`src/rtl/regfile_wr_decoder.sv`:
```
// Registered multi-port write decoder: per-register one-hot enables, port-priority select, busy scoreboard.
// Optional REGFILE_ZERO_PROTECT_EN: register 0 is never written, never collides and never goes busy.
module regfile_wr_decoder #(
  parameter int ADDR_W = 5,
  parameter int NPORTS = 2
) (
  input  logic                                   clock,
  input  logic                                   reset,
  input  logic [NPORTS-1:0]                      wr_en,
  input  logic [NPORTS*ADDR_W-1:0]               wr_addr,
  input  logic                                   issue_en,
  input  logic [ADDR_W-1:0]                      issue_addr,
  output logic [(2**ADDR_W)-1:0]                 out_en,
  output logic [(2**ADDR_W)*((NPORTS > 1) ? $clog2(NPORTS) : 1)-1:0] out_sel,
  output logic                                   wr_collide,
  output logic [(2**ADDR_W)-1:0]                 busy
);

  localparam int NREGS = 2**ADDR_W;
  localparam int SEL_W = (NPORTS > 1) ? $clog2(NPORTS) : 1;

`ifdef REGFILE_ZERO_PROTECT_EN
  localparam bit ZERO_PROT = 1'b1;
`else
  localparam bit ZERO_PROT = 1'b0;
`endif

  logic [NREGS-1:0]       r_en;
  logic [NREGS*SEL_W-1:0] r_sel;
  logic                   r_collide;
  logic [NREGS-1:0]       r_busy;

  logic [NREGS-1:0]       w_en;
  logic [NREGS*SEL_W-1:0] w_sel;
  logic                   w_collide;
  logic [NREGS-1:0]       w_busy;

  // Ascending port scan: a later (higher-index) hit overwrites the select, so the youngest port wins.
  always_comb begin
    w_en      = '0;
    w_sel     = r_sel;
    w_collide = 1'b0;
    for (int r = 0; r < NREGS; r++) begin
      for (int p = 0; p < NPORTS; p++) begin
        if (wr_en[p] && (wr_addr[p*ADDR_W +: ADDR_W] == ADDR_W'(r)) && !(ZERO_PROT && (r == 0))) begin
          if (w_en[r]) w_collide = 1'b1;
          w_en[r] = 1'b1;
          w_sel[r*SEL_W +: SEL_W] = SEL_W'(p);
        end
      end
    end
  end

  // A new issue outranks a completing write to the same register.
  always_comb begin
    w_busy = r_busy;
    for (int r = 0; r < NREGS; r++) begin
      if (issue_en && (issue_addr == ADDR_W'(r)) && !(ZERO_PROT && (r == 0)))
        w_busy[r] = 1'b1;
      else if (w_en[r])
        w_busy[r] = 1'b0;
    end
  end

  always_ff @(posedge clock) begin
    if (reset) begin
      r_en      <= '0;
      r_sel     <= '0;
      r_collide <= 1'b0;
      r_busy    <= '0;
    end else begin
      r_en      <= w_en;
      r_sel     <= w_sel;
      r_collide <= w_collide;
      r_busy    <= w_busy;
    end
  end

  assign out_en     = r_en;
  assign out_sel    = r_sel;
  assign wr_collide = r_collide;
  assign busy       = r_busy;

endmodule
```
`config.mk`:
```
export PLATFORM = sky130hd
export DESIGN_NAME = regfile_wr_decoder
export DESIGN_NICKNAME = d
export VERILOG_FILES = /design/src/rtl/regfile_wr_decoder.sv
export SDC_FILE = /design/constraint.sdc
export NUM_CORES = 1
export LEC_CHECK = 0
export BUFFER_PORTS_ARGS = -buffer_cell sky130_fd_sc_hd__buf_2
export CAP_MARGIN = 40
export CORE_ASPECT_RATIO = 0.7
export CORE_MARGIN = 3
export CORE_UTILIZATION = 42
export CTS_BUF_LIST = sky130_fd_sc_hd__clkbuf_4 sky130_fd_sc_hd__clkbuf_8 sky130_fd_sc_hd__clkbuf_16
export DETAILED_ROUTE_END_ITERATION = 8
export HOLD_SLACK_MARGIN = 0.06
export PLACE_DENSITY = 0.71
export SYNTH_ARGS = -nofsm -noshare
export SYNTH_HDL_FRONTEND = slang
export SYNTH_SLANG_ARGS = --single-unit
```
`constraint.sdc`:
```
create_clock -name clock -period 1.5 [get_ports clock]
set_clock_uncertainty 0.15 [all_clocks]
set_input_delay 0.15 -clock clock [delete_from_list [all_inputs] [get_ports clock]]
set_output_delay 0.15 -clock clock [all_outputs]
set_load 0.02 [all_outputs]
```
Word level (Yosys, flattened, before mapping)
Index checks and enable logic that the tools add are counted.
{ "totals": {"register_bits": 97, "latchBits": 0, "mem_bits_rw": 0, "mem_bits_ro": 0, "inputBits": 20, "output_inout_bits": 97, "word_cells": 578, "mem_count": 0} }
{ "op_classes": {"n_addsub": 0, "multipliers": 0, "n_div": 0, "n_lt_le_gt_ge": 0, "n_eq_ne": 93, "shift": 0, "mux": 256, "bitwise_logic": 0, "n_reduce_logical": 163} }
{ "op_table": {"columns": ["cell", "n"], "rows": [
  ["$mux W1", 256],
  ["$eq A5 B5 Y1 const B", 48],
  ["$reduce_bool A2 Y1", 64],
  ["$eq A5 B4 Y1 const B", 24],
  ["$logic_and A1 B1 Y1", 96],
  ["$eq A5 B3 Y1 const B", 12],
  ["$eq A5 B2 Y1 const B", 6],
  ["$eq A5 B1 Y1 const B", 3],
  ["$logic_not A5 Y1", 3]
]} }

Depth between registers and ports, before layout
Gate-level depths: netlist of the first run.
{ "logic_depth": {"word_depth": 67, "ltp_mapped": 8, "mapped_depth_nobuf": 6} }

Worst setup path after synthesis of the first run
Ideal clock, no wire load.
{ "synth_timing": {"path_kind": "input -> register", "start": "in wr_addr[8]", "end": "reg r_collide (netlist: wr_collide)", "setup_time_ps": 70, "t_arrival_ps": 1273, "required_time_ps": 1280, "setup_slack_ps": 7, "path_stages": 7, "n_path_buf": 1, "path_cell_list": "buf_6 > nor4b_4 > o2bb2ai_2 > o31ai_1 > o21ai_1 > a21oi_1 > a21oi_1"} }
{ "synth_via": {"elab_chain_len": 65} }
{ "synth_rtl": {"columns": ["item", "line", "rtl"], "rows": [
  ["from (decl)", "10", "input logic [NPORTS*ADDR_W-1:0] wr_addr,"],
  ["$logic_not A5 Y1", "45", "if (wr_en[p] && (wr_addr[p*ADDR_W +: ADDR_W] == ADDR_W'(r)) && !(ZERO_PROT && (r == 0))) begin"],
  ["$logic_and A1 B1 Y1", "45", null],
  ["$mux W1", "45", null],
  ["$mux W1", "46", "if (w_en[r]) w_collide = 1'b1;"],
  ["$mux W1", "45", null],
  ["$mux W1", "46", null],
  ["$mux W1", "45", null],
  ["$mux W1", "46", null],
  ["[... 49 more ...]", null, null],
  ["$mux W1", "46", null],
  ["$mux W1", "45", null],
  ["$mux W1", "46", null],
  ["$mux W1", "45", null],
  ["$mux W1", "46", null],
  ["$mux W1", "45", null],
  ["$mux W1", "46", null],
  ["$mux W1 *", "45", null],
  ["to (signal assigned)", "74", "r_collide <= w_collide;"],
  ["to (decl)", "30", "logic r_collide;"]
]} }
Mark *: on every way between the ends. The rest lies on a longest branch, timed or not.
A chain may end at the register's enable or synchronous reset.

Worst setup path in the final report of the first run
{ "layout_timing": {"start": "in wr_addr[7]", "end": "reg r_collide (netlist: wr_collide)"} }
Same word-level chain as after synthesis.

==> results of run 1 <==
==> kinds of logic (layout without fill, tap and decap cells) <==
family | Yosys count | after routing | share of synthesized area, %
AOI/OAI and AO/OA | 143 | 143 | 23.6
and+or+nand+nor | 161 | 161 | 20.9
DFF | 97 | 97 | 49.8
xor gates and xnor gates | 1 | 1 | 0.225
buffers and inverters | 34 | 211 | 5.52
==> power breakdown <==
group	leakage [nW]	internal, mW	switching (mW)
Clock	0.167	1.57	0.950
Sequential	0.783	2.61	0.0143
Combinational	1.42	0.183	0.318
Total	2.37	4.36	1.28
==> flip-flops by register name, indices dropped and copies added, names as in the netlist <==
signal / flops
busy: 32
out_en: 32
out_sel: 32
wr_collide: 1
==> worst reg2reg max path, cell delays in order (launching register included) <==
cell and delay (ns):
dfxtp_1 0.37, o21ai_0 0.11, a21oi_1 0.16
==> area by class of cell <==
cell class | count | area [um2] | area share (%)
clock buffer | 12 | 260 | 4.86
clock inverter | 4 | 73.8 | 1.38
multi-input combinational | 305 | 1740 | 32.5
sequential | 97 | 1940 | 36.3
tap | 120 | 150 | 2.81
timing repair buffer | 195 | 1190 | 22.2
==> stage by stage <==
step | worst slack (ns) | TNS, ns | hold WS (ns) | power (mW)
floorplan | 0.00715 | 0 | 0.196 | 2.98
global placement | -0.128 | -1.26 | 0.292 | 3.16
detailed placement | -0.188 | -2.30 | 0.296 | 3.17
CTS | 0.179 | 0 | 0.0605 | 5.70
global route | 0.0669 | 0 | 0.0742 | 5.85
finish | 0.116 | 0 | 0.0747 | 5.65
==> cells in the final DEF (no fill, tap or decap), types with 2 or more instances in the layout <==
cell	Yosys	layout
a21oi_1	36	36
a22oi_1	38	38
and2_1	2	2
buf_2	1	116
buf_4	2	78
bufinv_16	0	2
clkbuf_16	0	9
clkbuf_8	1	2
dfxtp_1	97	97
nand2_1	39	39
nand2b_1	6	6
nand4_1	2	2
nand4b_1	2	2
nand4b_2	3	3
nand4bb_1	3	3
nor2_1	80	80
nor2b_1	5	5
nor3_1	6	6
o211ai_1	2	2
o21a_1	24	24
o21ai_0	32	32
o21ai_1	2	2
o311ai_0	2	2
o311ai_1	2	2
==> worst max path at each step <==
stage                     cells after the start    endpoint        from  slack [ns]
after detailed placement                      7  wr_collide  wr_addr[7]       -0.19
final                                         7  wr_collide  wr_addr[7]        0.12
after CTS                                     7  wr_collide  wr_addr[7]        0.18
after global routing                          8    busy[16]  wr_addr[9]        0.07
after floorplan                               7  wr_collide  wr_addr[8]       0.007
after global placement                        6     busy[1]  wr_addr[2]       -0.13
==> layer usage <==
layer / track usage (%) / vias to the layer above
met1: 31.5 / 1802
met2: 35.6 / 161
met3: 9.59 / 13
met4: 6.92 / 0
met5: 0 / -
li1: - / 1878
==> flow_summary.yaml, run 1 <==
status:
  outcome: "complete, no violations"
critical_path:
  critPathMaxStageDelay_ns: 0.38
  start_kind: "input port"
  reg2reg_depth: 2
  worstPathMaxFanout: 8
  path_cells: "buf_2, nand2b_1, nor3_2, o311ai_0, o2111ai_1, a21oi_1, a21oi_1"
  crit_arrival_ns: 1.45
  crit_type: "in -> reg"
  worst-endpoint-required_ns: 1.57
  cp_top_family: "compound AO/OA/AOI/OAI gates"
  path_common_cell: "a21oi_1"
  regToRegSetupSlack_ns: 0.64
  rr_endpoint: "out_sel[14]"
  r2r-start: "out_sel[14]"
  end_kind: "flip-flop"
  slowest_stage: "o311ai_0"
  worst-path-buf-inv: 1
place:
  placed_area_um2: 5020
  numPortBuffers: 116
  dp.cells: 717
  gp_congestion: 0.925
  dp.final_hpwl_um: 9070
cts:
  ctsHtreeMaxLevel: 3
  worstSkewPairLatency_ns: 0.34
  cts_tree: "yes"
  cts_max_path_buffers: 2
  cts_setup_buffers: 0
  cts_hold_buf: 0
  cts-root-buf: "clkbuf_16"
  clk_pin_slew_ns: 0.07
  cts_sinks: 97
  cts_made_buffers: 9
  cts-resized-gates: 0
logic_synthesis:
  synth_warnings: 0
  synth_edf_count: 0
  async_reset_ff_share_pct: 0
  synth_most_common_cell: "dfxtp_1"
  yosys_most_used_dff: "dfxtp_1"
  syn-num-nets: 456
  avgSynthCellArea_um2: 8.94
  synth_seq_cells: 97
  synth_top_area_cell: "dfxtp_1"
  netlist_area_um2: 3900
  synthCells: 436
  ys_types: 44
  netlist.area_leader.share_pct: 49.8
  ys_seq_area_share_pct: 49.8
  yosys-top-cells-area: "dfxtp_1 50%, nor2_1 7.7%, a22oi_1 7.3%"
  synth_common_cells: "97 x dfxtp_1, 80 x nor2_1, 39 x nand2_1"
drt:
  dr.pass1.iters: 4
  route.met2.wl_um: 5190
  routed_wl_um: 12200
  wl_met3_um: 1400
  vias: 3854
  drc_errors: 0
  final_antenna_net_count: 0
  drt_iter0_drc: 289
  vias_per_cell: 5.26
  met1_length_um: 5410
  wl_per_cell_um: 16.6
  highest_layer: "met4"
final_layout:
  syn_to_final_growth_pct: 37.3
  final_util_pct: 61.4
  nNetsFinal: 628
  design_area_um2: 5350
  layout-drive-gt1-share_pct: 37.2
  diodes: 0
  instances_no_fill: 733
  filler_cell_count: 764
sta:
  post-route-period-util_pct: 92.3
  setup_viol: 0
  min_period_ns: 1.38
  hold_viol_final: 0
  tightestPinTransition_ns: 0.893
  maxSlewHeadroom_pct: 40.4
  finalMaxSlewViolations: 0
  rsz0062_at_grt: "no"
  clock.fmax_mhz: 722
pwr:
  p_per_area_nw_per_um2: 1050
  p_leak_nw: 2.37
  peakVddDrop_mv: 0.620
global_routing:
  grt_first_pass_wirelength_um: 19100
  grt_pass1_vias: 3753
  grt_overflow: 0
  grt_start_max_net_pins: 98
  grt.total_usage_pct: 23.7
  antenna_found_initial: 0
die:
  core_um2: 8720
  ios: 117
  die_area_um2: 10500
  initial_core_util_pct: 44.7
  die_w_um: 121
  dieHeight_um: 86.6
  placementRows: 28
hold_path:
  hold_depth: 3
  hold_path_class: "in -> reg"
  hold_end: "wr_collide"
  hp-start: "wr_addr[6]"
run:
  cap_violations: 0
No activity file was read; power rests on OpenSTA's default activity.
==> run 2, diff against run 1 <==
--- a/config.mk
+++ b/config.mk
@@ -13,7 +13,7 @@
 export CTS_BUF_LIST = sky130_fd_sc_hd__clkbuf_4 sky130_fd_sc_hd__clkbuf_8 sky130_fd_sc_hd__clkbuf_16
 export DETAILED_ROUTE_END_ITERATION = 8
 export HOLD_SLACK_MARGIN = 0.06
-export PLACE_DENSITY = 0.71
+export PLACE_DENSITY = 0.68
 export SYNTH_ARGS = -nofsm -noshare
 export SYNTH_HDL_FRONTEND = slang
 export SYNTH_SLANG_ARGS = --single-unit
==> constraint.sdc (replaced) <==
create_clock -name clock -period 1.5 [get_ports clock]
set_clock_uncertainty 0.15 [all_clocks]
set_input_delay 0.3 -clock clock [delete_from_list [all_inputs] [get_ports clock]]
set_output_delay 0.3 -clock clock [all_outputs]
set_load 0.02 [all_outputs]
==> run 2 against run 1 <==
- total power shrank 0.59%
- largest power group unchanged
- highest routed layer unchanged
- first-iteration DRC count fell by 9.3%
- non-clock buffer count grew 21
- global-route usage up 1.3 points
- cell area increased by 3.6%
==> flow_summary.yaml, run 2 (synthesis results as in run 1) <==
die:
  die_w_um: 121
  die_area_um2: 10500
  placementRows: 28
  initial_core_util_pct: 44.7
  core_um2: 8720
  dieHeight_um: 86.6
  ios: 117
place:
  dp.cells: 737
  dp.final_hpwl_um: 9470
  numPortBuffers: 116
  pre_cts_slack_ns: -0.345
  placed_area_um2: 5190
  gp_congestion: 1.00
drt:
  routed_wl_um: 12600
  vias: 3945
  final_antenna_net_count: 0
  wl_per_cell_um: 16.7
  drc_errors: 0
  drt_iter0_drc: 262
  dr.pass1.iters: 5
  vias_per_cell: 5.23
final_layout:
  design_area_um2: 5540
  instances_no_fill: 754
  nNetsFinal: 649
  final_util_pct: 63.6
  final_cell_mix: "116 x buf_2, 98 x buf_4, 97 x dfxtp_1"
  diodes: 0
  layout_commonest_cell: "buf_2"
  layout-drive-gt1-share_pct: 40.1
  syn_to_final_growth_pct: 42.2
critical_path:
  cp-startpoint: "wr_addr[7]"
  start_kind: "input port"
  r2r-start: "busy[12]"
  crit_type: "in -> reg"
  crit_arrival_ns: 1.56
  end_kind: "flip-flop"
  worstPathMaxFanout: 8
  worst-endpoint-required_ns: 1.58
sta:
  maxSlewHeadroom_pct: 40.8
  setup_viol: 0
  hold_viol_final: 0
  tightestPinTransition_ns: 0.887
  finalMaxSlewViolations: 0
  post-route-period-util_pct: 98.4
  clock.fmax_mhz: 677
  setup_ws_ns: 0.0234
  min_period_ns: 1.48
  rsz0062_at_grt: "yes"
cts:
  cts-root-buf: "clkbuf_16"
  cts_sinks: 97
  worstSkewPairLatency_ns: 0.34
  ctsHtreeMaxLevel: 3
  cts_tree: "yes"
  cts_max_path_buffers: 2
  cts_setup_buffers: 0
  clk_pin_slew_ns: 0.06
  cts_made_buffers: 9
global_routing:
  grt.total_usage_pct: 25.0
  grt_overflow: 0
  grt_pass1_vias: 3767
  grt_start_max_net_pins: 51
  antenna_found_initial: 0
  grt_first_pass_wirelength_um: 19900
status:
  outcome: "complete, no violations"
hold_path:
  hold_path_class: "in -> reg"
  hp-start: "wr_addr[6]"
pwr:
  p_per_area_nw_per_um2: 1010
  p_leak_nw: 2.47
  total_power_mw: 5.61
  peakVddDrop_mv: 0.917
run:
  cap_violations: 0
==> run 2: cell types whose count changed in the layout (fill, tap and decap cells not counted), moves of 2 or more <==
cell and delta:
nor3_1 -2, buf_4 +20, o21ai_0 -3, clkinvlp_4 +2
clkbuf_8 -2, o21ai_1 +3
==> run 2: metrics by stage <==
stage / setup TNS, ns / hold slack [ns]
after detailed placement: -15.15 / 0.317
final: 0 / 0.209
after CTS: 0 / 0.191
after floorplan: -0.665 / 0.347
after global routing: -0.140 / 0.236
after global placement: -14.97 / 0.293
==> run 2: final cells by class <==
type	instances	area, um2
Fill cell	770	3180
Sequential cell	97	1940
Multi-Input combinational cell	305	1780
Timing Repair Buffer	216	1360
Clock buffer	11	240
Tap cell	120	150
Clock inverter	5	80.1
==> run 2: what timing repair did <==
item,in CTS,in global routing
gates resized for setup,1,9
hold buffers,0,0
pin swaps,0,2
setup endpoints to repair,1,10
==> run 2: layer usage <==
metal	wire length (um)	track usage [%]	vias up
met2	5270	36.5	168
met1	6010	35.6	1840
met4	169	5.70	0
li1	-	-	1922
met3	1180	8.81	15
met5	0	0	-
==> run 2: path summary, 6_finish.rpt <==
check / to / slack, ns / depth (start not counted)
worst max register to register: busy[12] / 0.63 / 2
worst max-delay path: wr_collide / 0.02 / 8
worst min register to register: out_sel[6] / 0.33 / 2
worst min-delay path: wr_collide / 0.21 / 3
==> run 2: worst max-delay path: stages <==
cell and delay [ns]:
buf_2 0.17, nand2b_1 0.26, nor3_2 0.08, buf_4 0.15, o311ai_1 0.28, o311ai_1 0.14
o21ai_1 0.09, a21oi_1 0.07
==> run 2: where the power goes <==
part	switching [mW]	internal [mW]
Sequential	0.0150	2.61
Combinational	0.330	0.210
Clock	0.957	1.49
Total	1.30	4.31
==> run 3, diff against run 2 <==
--- a/config.mk
+++ b/config.mk
@@ -13,7 +13,7 @@
 export CTS_BUF_LIST = sky130_fd_sc_hd__clkbuf_4 sky130_fd_sc_hd__clkbuf_8 sky130_fd_sc_hd__clkbuf_16
 export DETAILED_ROUTE_END_ITERATION = 8
 export HOLD_SLACK_MARGIN = 0.06
-export PLACE_DENSITY = 0.68
+export PLACE_DENSITY = 0.65
 export SYNTH_ARGS = -nofsm -noshare
 export SYNTH_HDL_FRONTEND = slang
 export SYNTH_SLANG_ARGS = --single-unit
==> constraint.sdc (replaced) <==
create_clock -name clock -period 1.45 [get_ports clock]
set_clock_uncertainty 0.15 [all_clocks]
set_input_delay 0.29 -clock clock [delete_from_list [all_inputs] [get_ports clock]]
set_output_delay 0.29 -clock clock [all_outputs]
set_load 0.02 [all_outputs]
==> run 3 against run 2 <==
- combinational power grew 3%
- core utilization down 0.47 points
- clock-buffer cell count up 1
- worst setup slack improved by 0.0028 ns
- worst hold slack better by 0.042 ns
- cell area shrank 0.74%
- via count is 1.5% lower
- critical endpoint unchanged
- largest cell class unchanged
==> flow_summary.yaml, run 3 (synthesis results as in run 1) <==
status:
  outcome: "complete, no violations"
final_layout:
  layout-drive-gt1-share_pct: 39.8
  diodes: 0
  syn_to_final_growth_pct: 41.2
  nNetsFinal: 640
  filler_cell_count: 755
  instances_no_fill: 745
  final_cell_mix: "116 x buf_2, 97 x dfxtp_1, 87 x buf_4"
  layout_commonest_cell: "buf_2"
sta:
  setup_ws_ns: 0.0262
  setup_viol: 0
  tightestPinTransition_ns: 0.922
  maxSlewHeadroom_pct: 38.4
  hold_viol_final: 0
  min_period_ns: 1.42
  finalMaxSlewViolations: 0
  post-route-period-util_pct: 98.2
  rsz0062_at_grt: "yes"
  tns_ns: 0
  clock.fmax_mhz: 702
die:
  placementRows: 28
  dieHeight_um: 86.6
  ios: 117
  initial_core_util_pct: 44.7
  die_area_um2: 10500
  core_um2: 8720
  die_w_um: 121
critical_path:
  critPathMaxStageDelay_ns: 0.32
  slowest_stage: "nor3_2"
  worstPathMaxFanout: 8
  start_kind: "input port"
  worst-path-buf-inv: 1
  r2r-start: "busy[24]"
  path_cells: "buf_2, nand2b_2, nor3_2, nor3_1, o311ai_1, o21ai_1, a21oi_1"
  cp_top_family: "simple AND/OR/NAND/NOR gates"
  worstSetupPathDepth: 7
  worst-endpoint-required_ns: 1.58
  setup.worst_path.end: "wr_collide"
  end_kind: "flip-flop"
  cp-startpoint: "wr_addr[7]"
  regToRegSetupSlack_ns: 0.61
  reg2reg_depth: 2
  crit_type: "in -> reg"
  rr_endpoint: "busy[24]"
  crit_arrival_ns: 1.55
cts:
  cts_made_buffers: 9
  ctsHtreeMaxLevel: 3
  cts_tree: "yes"
  cts_sinks: 97
  worstSkewPairLatency_ns: 0.34
  cts_hold_buf: 0
  cts_max_path_buffers: 2
  cts-root-buf: "clkbuf_16"
  clk_pin_slew_ns: 0.06
drt:
  final_antenna_net_count: 0
  dr.pass1.iters: 5
  drt_iter0_drc: 232
  drc_errors: 0
  wl_met3_um: 1050
  vias_per_cell: 5.21
  highest_layer: "met4"
  met1_length_um: 5900
  route.met2.wl_um: 5300
  vias: 3884
  routed_wl_um: 12400
  wl_per_cell_um: 16.6
place:
  dp.final_hpwl_um: 9230
  pre_cts_slack_ns: -0.382
  numPortBuffers: 116
  dp.cells: 729
  gp_congestion: 0.906
pwr:
  peakVddDrop_mv: 0.785
  p_leak_nw: 2.43
  p_per_area_nw_per_um2: 1040
hold_path:
  hold_path_class: "in -> reg"
  hp-start: "reset"
global_routing:
  grt_start_max_net_pins: 52
  grt_first_pass_wirelength_um: 19100
  grt_overflow: 0
  grt.total_usage_pct: 23.8
  grt_pass1_vias: 3740
  antenna_found_initial: 0
run:
  cap_violations: 0
==> run 3: report_power, final <==
group,switching [mW],leakage [nW],internal [mW]
combinational,0.338,1.49,0.216
clock,1.00,0.151,1.47
sequential,0.0155,0.783,2.70
==> run 3: worst register-to-register path: cells and delay by family (launching register included) <==
kind | cells | cell delay (ns)
simple gates | 1 | 0.07
flops | 1 | 0.32
compound gates | 1 | 0.19
==> run 3: cell type report <==
class | count | area, um2 | share of cell area (%)
sequential | 97 | 1940 | 35.3
multi-input combinational | 305 | 1780 | 32.4
timing repair buffer | 207 | 1310 | 23.9
clock buffer | 12 | 267 | 4.84
tap | 120 | 150 | 2.73
clock inverter | 4 | 50.0 | 0.910
==> run 3: repair_timing <==
item | 4_1_cts | 5_1_grt
setup buffers | 0 | 0
gates resized for setup | 1 | 11
endpoints found under the setup margin | 1 | 16
==> run 3: stage by stage <==
stage          util [%]  instance area (um2)  hold slack [ns]  total power [mW]
3_3_place_gp       59.1                 5150            0.294              3.30
5_1_grt            63.1                 5500            0.262              5.93
4_1_cts            62.8                 5480            0.253              5.77
6_report           63.1                 5500            0.251              5.75
3_5_place_dp       59.1                 5150            0.298              3.31
2_1_floorplan         -                 3950            0.337              3.10
==> run 3: how the worst min path moves through the flow <==
stage | cells after the start | end
after floorplan | 3 | out_sel[0]
after global placement | 2 | out_sel[6]
after detailed placement | 2 | out_sel[6]
after CTS | 3 | busy[30]
after global routing | 3 | busy[30]
final | 3 | busy[30]
==> run 3: routing by layer <==
layer | vias up | global-route usage [%]
met1 | 1826 | 32.5
li1 | 1895 | -
met3 | 9 | 8.02
met2 | 154 | 36.6
met5 | - | 0
met4 | 0 | 5.70
